### src/rtl/adder_pipe_arbiter.sv
// ---------------------------------------------------------------------------
// adder_pipe_arbiter
//
// Shares one external pipelined 4-bit adder between two requesters. A
// round-robin arbiter grants at most one request per cycle and drives the
// winner's operands onto the adder. A {valid,id} tag shift register follows
// every issued operation through the adder pipeline and raises a one-cycle
// result strobe for its owner. A RUN/DRAIN/HALT FSM lets the system stop
// granting and wait until every in-flight result has been delivered.
//
// Handshake: a requester raises i_reqX with stable operands and holds both
// until it sees o_gntX=1 in the same cycle; the operation is accepted in
// that cycle. o_vldX is a strobe with no back-pressure: the result on
// o_resX is valid only in the single cycle o_vldX=1.
//
// Ports
//   clk, reset      clock (rising edge), synchronous active-low reset; reset
//                   also drives the adder's RST outside this block
//   i_stop          level; 1 = stop granting and drain the pipeline
//   i_req0/1        requests; i_a0/i_b0, i_a1/i_b1 operands
//   o_gnt0/1        combinational grants (never both 1)
//   o_add_a/b       operands to the adder (4'h0 when nothing is granted)
//   i_add_sum/c     adder result
//   o_vld0/1        result strobes; o_res0/1 = {i_add_c, i_add_sum}
//   o_idle          FSM is in HALT (stopped, pipeline empty)
//   o_done0/1       completion counters, wrap modulo 2^CNT_W
//   o_state         current FSM state for debug/checkers
// ---------------------------------------------------------------------------
module adder_pipe_arbiter #(
    parameter int LATENCY = 2,   // edges from operand capture to stable adder output (>= 2)
    parameter int CNT_W   = 8
) (
    input  logic             clk,
    input  logic             reset,
    input  logic             i_stop,
    input  logic             i_req0,
    input  logic [3:0]       i_a0,
    input  logic [3:0]       i_b0,
    output logic             o_gnt0,
    input  logic             i_req1,
    input  logic [3:0]       i_a1,
    input  logic [3:0]       i_b1,
    output logic             o_gnt1,
    output logic [3:0]       o_add_a,
    output logic [3:0]       o_add_b,
    input  logic [3:0]       i_add_sum,
    input  logic             i_add_c,
    output logic             o_vld0,
    output logic [4:0]       o_res0,
    output logic             o_vld1,
    output logic [4:0]       o_res1,
    output logic             o_idle,
    output logic [CNT_W-1:0] o_done0,
    output logic [CNT_W-1:0] o_done1,
    output logic [1:0]       o_state
);

    typedef enum logic [1:0] {
        ST_RUN   = 2'd0,
        ST_DRAIN = 2'd1,
        ST_HALT  = 2'd2
    } state_t;

    state_t             r_state;
    state_t             w_state_nxt;
    logic               r_ptr;        // 0 = requester 0 wins a tie, 1 = requester 1
    logic [LATENCY-1:0] r_tag_v;
    logic [LATENCY-1:0] r_tag_id;
    logic [CNT_W-1:0]   r_done0;
    logic [CNT_W-1:0]   r_done1;

    logic w_run;
    logic w_gnt0;
    logic w_gnt1;
    logic w_gnt_any;
    logic w_out_v;
    logic w_out_id;
    logic w_drained;

    // Grants depend only on registered state; reset low forces them off.
    assign w_run     = reset & (r_state == ST_RUN);
    assign w_gnt0    = w_run & i_req0 & (~i_req1 | ~r_ptr);
    assign w_gnt1    = w_run & i_req1 & (~i_req0 |  r_ptr);
    assign w_gnt_any = w_gnt0 | w_gnt1;

    assign w_out_v  = r_tag_v[LATENCY-1];
    assign w_out_id = r_tag_id[LATENCY-1];

    // Everything upstream of the output stage is empty: whatever sits in the
    // output stage is delivered this cycle, so the pipe is empty after the
    // edge. This lets HALT follow the last strobe by exactly one cycle.
    assign w_drained = ~|r_tag_v[LATENCY-2:0];

    // ------------------------------------------------------------------
    // FSM
    // ------------------------------------------------------------------
    always_ff @(posedge clk) begin
        if (!reset) begin
            r_state <= ST_RUN;
        end else begin
            r_state <= w_state_nxt;
        end
    end

    always_comb begin
        w_state_nxt = r_state;
        case (r_state)
            ST_RUN: begin
                if (i_stop) w_state_nxt = ST_DRAIN;
            end
            ST_DRAIN: begin
                if (!i_stop)        w_state_nxt = ST_RUN;
                else if (w_drained) w_state_nxt = ST_HALT;
            end
            ST_HALT: begin
                if (!i_stop) w_state_nxt = ST_RUN;
            end
            default: w_state_nxt = ST_RUN;
        endcase
    end

    // ------------------------------------------------------------------
    // Round-robin pointer: after any grant, the loser of this cycle gets
    // priority next time; idle cycles leave it alone.
    // ------------------------------------------------------------------
    always_ff @(posedge clk) begin
        if (!reset) begin
            r_ptr <= 1'b0;
        end else if (w_gnt0) begin
            r_ptr <= 1'b1;
        end else if (w_gnt1) begin
            r_ptr <= 1'b0;
        end
    end

    // ------------------------------------------------------------------
    // Tag pipe: stage 0 loads {grant_any, granted id} every edge.
    // ------------------------------------------------------------------
    always_ff @(posedge clk) begin
        if (!reset) begin
            r_tag_v  <= '0;
            r_tag_id <= '0;
        end else begin
            r_tag_v  <= {r_tag_v[LATENCY-2:0],  w_gnt_any};
            r_tag_id <= {r_tag_id[LATENCY-2:0], w_gnt1};
        end
    end

    // ------------------------------------------------------------------
    // Completion counters
    // ------------------------------------------------------------------
    always_ff @(posedge clk) begin
        if (!reset) begin
            r_done0 <= '0;
            r_done1 <= '0;
        end else begin
            if (o_vld0) r_done0 <= r_done0 + CNT_W'(1);
            if (o_vld1) r_done1 <= r_done1 + CNT_W'(1);
        end
    end

    // ------------------------------------------------------------------
    // Outputs
    // ------------------------------------------------------------------
    assign o_gnt0  = w_gnt0;
    assign o_gnt1  = w_gnt1;
    assign o_add_a = w_gnt0 ? i_a0 : (w_gnt1 ? i_a1 : 4'h0);
    assign o_add_b = w_gnt0 ? i_b0 : (w_gnt1 ? i_b1 : 4'h0);
    assign o_vld0  = reset & w_out_v & ~w_out_id;
    assign o_vld1  = reset & w_out_v &  w_out_id;
    assign o_res0  = {i_add_c, i_add_sum};
    assign o_res1  = {i_add_c, i_add_sum};
    assign o_idle  = (r_state == ST_HALT);
    assign o_done0 = r_done0;
    assign o_done1 = r_done1;
    assign o_state = r_state;

endmodule

### config.mk
export PLATFORM = sky130hd
export DESIGN_NAME = adder_pipe_arbiter
export DESIGN_NICKNAME = d
export VERILOG_FILES = /design/src/rtl/adder_pipe_arbiter.sv
export SDC_FILE = /design/constraint.sdc
export NUM_CORES = 1
export LEC_CHECK = 0
export CORE_MARGIN = 2
export CORE_UTILIZATION = 39
export DETAILED_ROUTE_END_ITERATION = 7
export GPL_ROUTABILITY_DRIVEN = 0
export GPL_TIMING_DRIVEN = 0
export PLACE_DENSITY = 0.83
export SYNTH_ARGS = -nofsm -noshare
export SYNTH_HDL_FRONTEND = slang
export SYNTH_SLANG_ARGS = --single-unit
### constraint.sdc
create_clock -name clk -period 2.9 [get_ports clk]
set_input_delay 0.29 -clock clk [delete_from_list [all_inputs] [get_ports clk]]
set_output_delay 0.29 -clock clk [all_outputs]
set_load 0.05 [all_outputs]
==> summary.md <==
| Metric | Value |
|---|---|
| Outcome | finished clean |
| Overflow after GRT | 0 |
| Core area | 2730 um2 |
| Setup crit end kind | output pin |
| Maxcap violations | 0 |
| Die area | 3290 um2 |
| Endpoints failing setup | 0 |
| Power Dens Cells | between 300 and 400 nW/um2 |
| DRC | 0 |
| Synth Area in XOR/XNOR | 2.36% |
| ANT nets after route | 0 |
| Pre-antenna DRT Iters | 6 |
| Multiplexer area fraction after synthesis | 1.80% |
| Port bufs | 61 |
| First-pass GRT wire length | slightly below 5000 um |
| Final HPWL DP | 2390 um |
| Die X | between 50 and 60 um |
| CTS root buffer | clkbuf_4 |
| Register bit total from synthesis | 23 |
| Share of cells above drive strength 1 | 9.47% |
| Number of H-tree levels | 1 |
| ANT cells | 0 |
| Compound-Gate Fraction of Synth Area | between 10% and 20% |
| Worst-Margin Slew | 0.514 ns |
| Final Max Slew Viols | 0 |
| Crit path time final | 2.69 ns |
| Most frequent cells in the layout | clkdlybuf4s50_1 (51), dfxtp_1 (23), nand2_1 (12) |
| CP Class | input pin to output pin |
| CP startpoint kind | input pin |
| Pre-CTS WS | -0.0236 ns |
| Netlist cell types | 32 |
| CTS Buffer Depth | 2 |
| Setup tns final | 0 ns |
| Type of the most critical hold path | flop to flop |
| FP Rows | 19 |
| IO Pins | 67 |
| Cells after Synth | approximately 130 |
| Final nets | 219 |
| Synth Cell Area | 1110 um2 |
| Critical path fanouts, max | 10 |
| Area growth syn-to-layout | 60.4% |
| Initial core utilization | about two fifths |
| Setup bufs post-CTS | 0 |
| Hold-fix buffers, CTS | 0 |
| Vias | 1178 |
| VDD IR max | about 0.43 mV |
| Adder-cell share of the synthesized area | 2.25% |
| Post-CTS Resized | 8 |
| Slew Limit Headroom | 65.6% |
| Fin util | 65.2% |
| Slack of the critical path | 0.210 ns |
| Largest net degree at the start of global routing | 13 |
| Sequential share of the synthesized area | 41.4% |
| Total track usage | about a fifth |
| Clock-pin slew on the worst setup and hold paths | around 0.11 ns |
| Register Area | approximately 460 um2 |
| Fill cell count | 222 |
| Cts bufs inserted | 3 |
| Synth Area in Simple Gates | between 20% and 30% |
| Commonest non-fill, non-tap cell in the layout | clkdlybuf4s50_1 |
| Avg WL per Cell | about 14 um |
| TritonCTS clock tree | built |
| Fin. Hold Viols | 0 |
| Final instance area | 1780 um2 |
| Clk sinks | 23 |
| Leakage | 0.752 nW |
| Fin Clk Skew | 0.00545 ns |
| Mapped Avg Cell Area | approximately 9 um2 |
| Yosys warning total | 0 |
| Post-placement cell area | 1760 um2 |
| Largest family of logic cells by synthesized area | simple AND/OR/NAND/NOR gates |
| Final Total Pwr | 662 uW |
| RSZ-0062 raised after global routing | false |
| FMAX | 372 MHz |
| DRT Wirelength | 3000 um |
| Worst EP arrival | between 2 and 2.5 ns |
| Clk Latency, worst-skew pair | just over 0.3 ns |
| Iteration-0 DRC count of the detailed router | 27 |
| Final worst path period share | between 90% and 100% |
| Area of the multi-input gates | 551 um2 |
| Placed instance count | 217 |
| Post-route insts no fill | 221 |
| Vert. Die Dim | 57.4 um |
| Initial antenna violation count | 0 |
| Syn nets | between 150 and 200 |
| Hold slack | 0.446 ns |
| Vias in the first global route | 1145 |
| Critical Path RT | 2.61 ns |
| Vias/cell | around 5.3 |
worst max-delay path: stages:
cell	delay, ns
clkdlybuf4s50_1	0.62
nor3b_1	0.35
and3_1	0.22
buf_2	0.20
a22o_1	0.19
dlygate4sd2_1	0.53
worst paths after layout:
| kind | start | end | slack, ns | cells after the start |
|---|---|---|---|---|
| hold reg to reg | r_tag_id[0] | r_tag_id[1] | 0.45 | 1 |
| setup reg to reg | o_done0[0] | o_done0[6] | 1.39 | 4 |
| hold / removal | r_tag_id[0] | r_tag_id[1] | 0.45 | 1 |
| setup / recovery | reset | o_add_a[3] | 0.21 | 6 |
sequential cells by signal, indices dropped and copies added, names as in the netlist:
| name | cells |
|---|---|
| r_tag_v | 2 |
| r_tag_id | 2 |
| o_done1 | 8 |
| o_done0 | 8 |
| o_state | 2 |
| r_ptr | 1 |
final cells by class:
class	count	share of cell area, %
Timing Repair Buffer	61	34.0
Multi-Input combinational cell	86	30.9
Sequential cell	23	25.8
Buffer	14	5.20
Tap cell	31	2.18
Clock buffer	4	1.47
Inverter	2	0.421
cells by family (layout without fill, tap and decap cells):
kind of cell | count (synthesis) | count (layout)
adder cells (fa/ha/maj) | 2 | 2
AND/OR/NAND/NOR | 51 | 51
buffers and inverters | 16 | 81
XOR/XNOR | 3 | 3
AO/OA/AOI/OAI | 28 | 28
flip-flops | 23 | 23
multiplexers | 2 | 2
cells in the mapped netlist:
| master | number | share of area, % |
|---|---|---|
| dfxtp_1 | 23 | 41 |
| nand2_1 | 12 | 4.1 |
| buf_4 | 10 | 6.8 |
| a21oi_1 | 9 | 4.1 |
| a22o_1 | 8 | 6.3 |
| nand4_1 | 5 | 2.8 |
| nor2_1 | 5 | 1.7 |
| o21ai_0 | 5 | 2.3 |
| nand3_1 | 4 | 1.8 |
| o31ai_1 | 4 | 2.7 |
| or3_1 | 4 | 2.3 |
| or4_1 | 4 | 2.7 |
| and3_1 | 3 | 1.7 |
| nand2b_1 | 3 | 1.7 |
| and2_1 | 2 | 1.1 |
| buf_2 | 2 | 0.90 |
| clkbuf_1 | 2 | 0.68 |
| ha_1 | 2 | 2.3 |
| inv_1 | 2 | 0.68 |
| mux2i_1 | 2 | 1.8 |
| or2_2 | 2 | 1.1 |
| xor2_1 | 2 | 1.6 |
| and3b_1 | 1 | 0.79 |
| and4b_1 | 1 | 0.90 |
| nand3_2 | 1 | 0.90 |
| nand3b_1 | 1 | 0.68 |
| nand4b_1 | 1 | 0.79 |
| nor2b_1 | 1 | 0.56 |
| nor3b_1 | 1 | 0.68 |
| o211a_1 | 1 | 0.90 |
| o21bai_1 | 1 | 0.68 |
| xnor2_1 | 1 | 0.79 |
metal layers:
| metal | share of wire [%] | vias up | GRT usage, % |
|---|---|---|---|
| li1 | - | 581 | - |
| met1 | 40 | 547 | 21.7 |
| met2 | 53 | 48 | 34.7 |
| met3 | 7.2 | 2 | 5.67 |
| met4 | 0.63 | 0 | 3.99 |
| met5 | 0 | - | 0 |
where the power goes:
group / internal, mW / leakage (nW) / switching [mW]
combinational: 0.0768 / 0.551 / 0.109
sequential: 0.324 / 0.187 / 0.00798
clock: 0.0537 / 0.0150 / 0.0900
(Power assumes the default switching activity.)
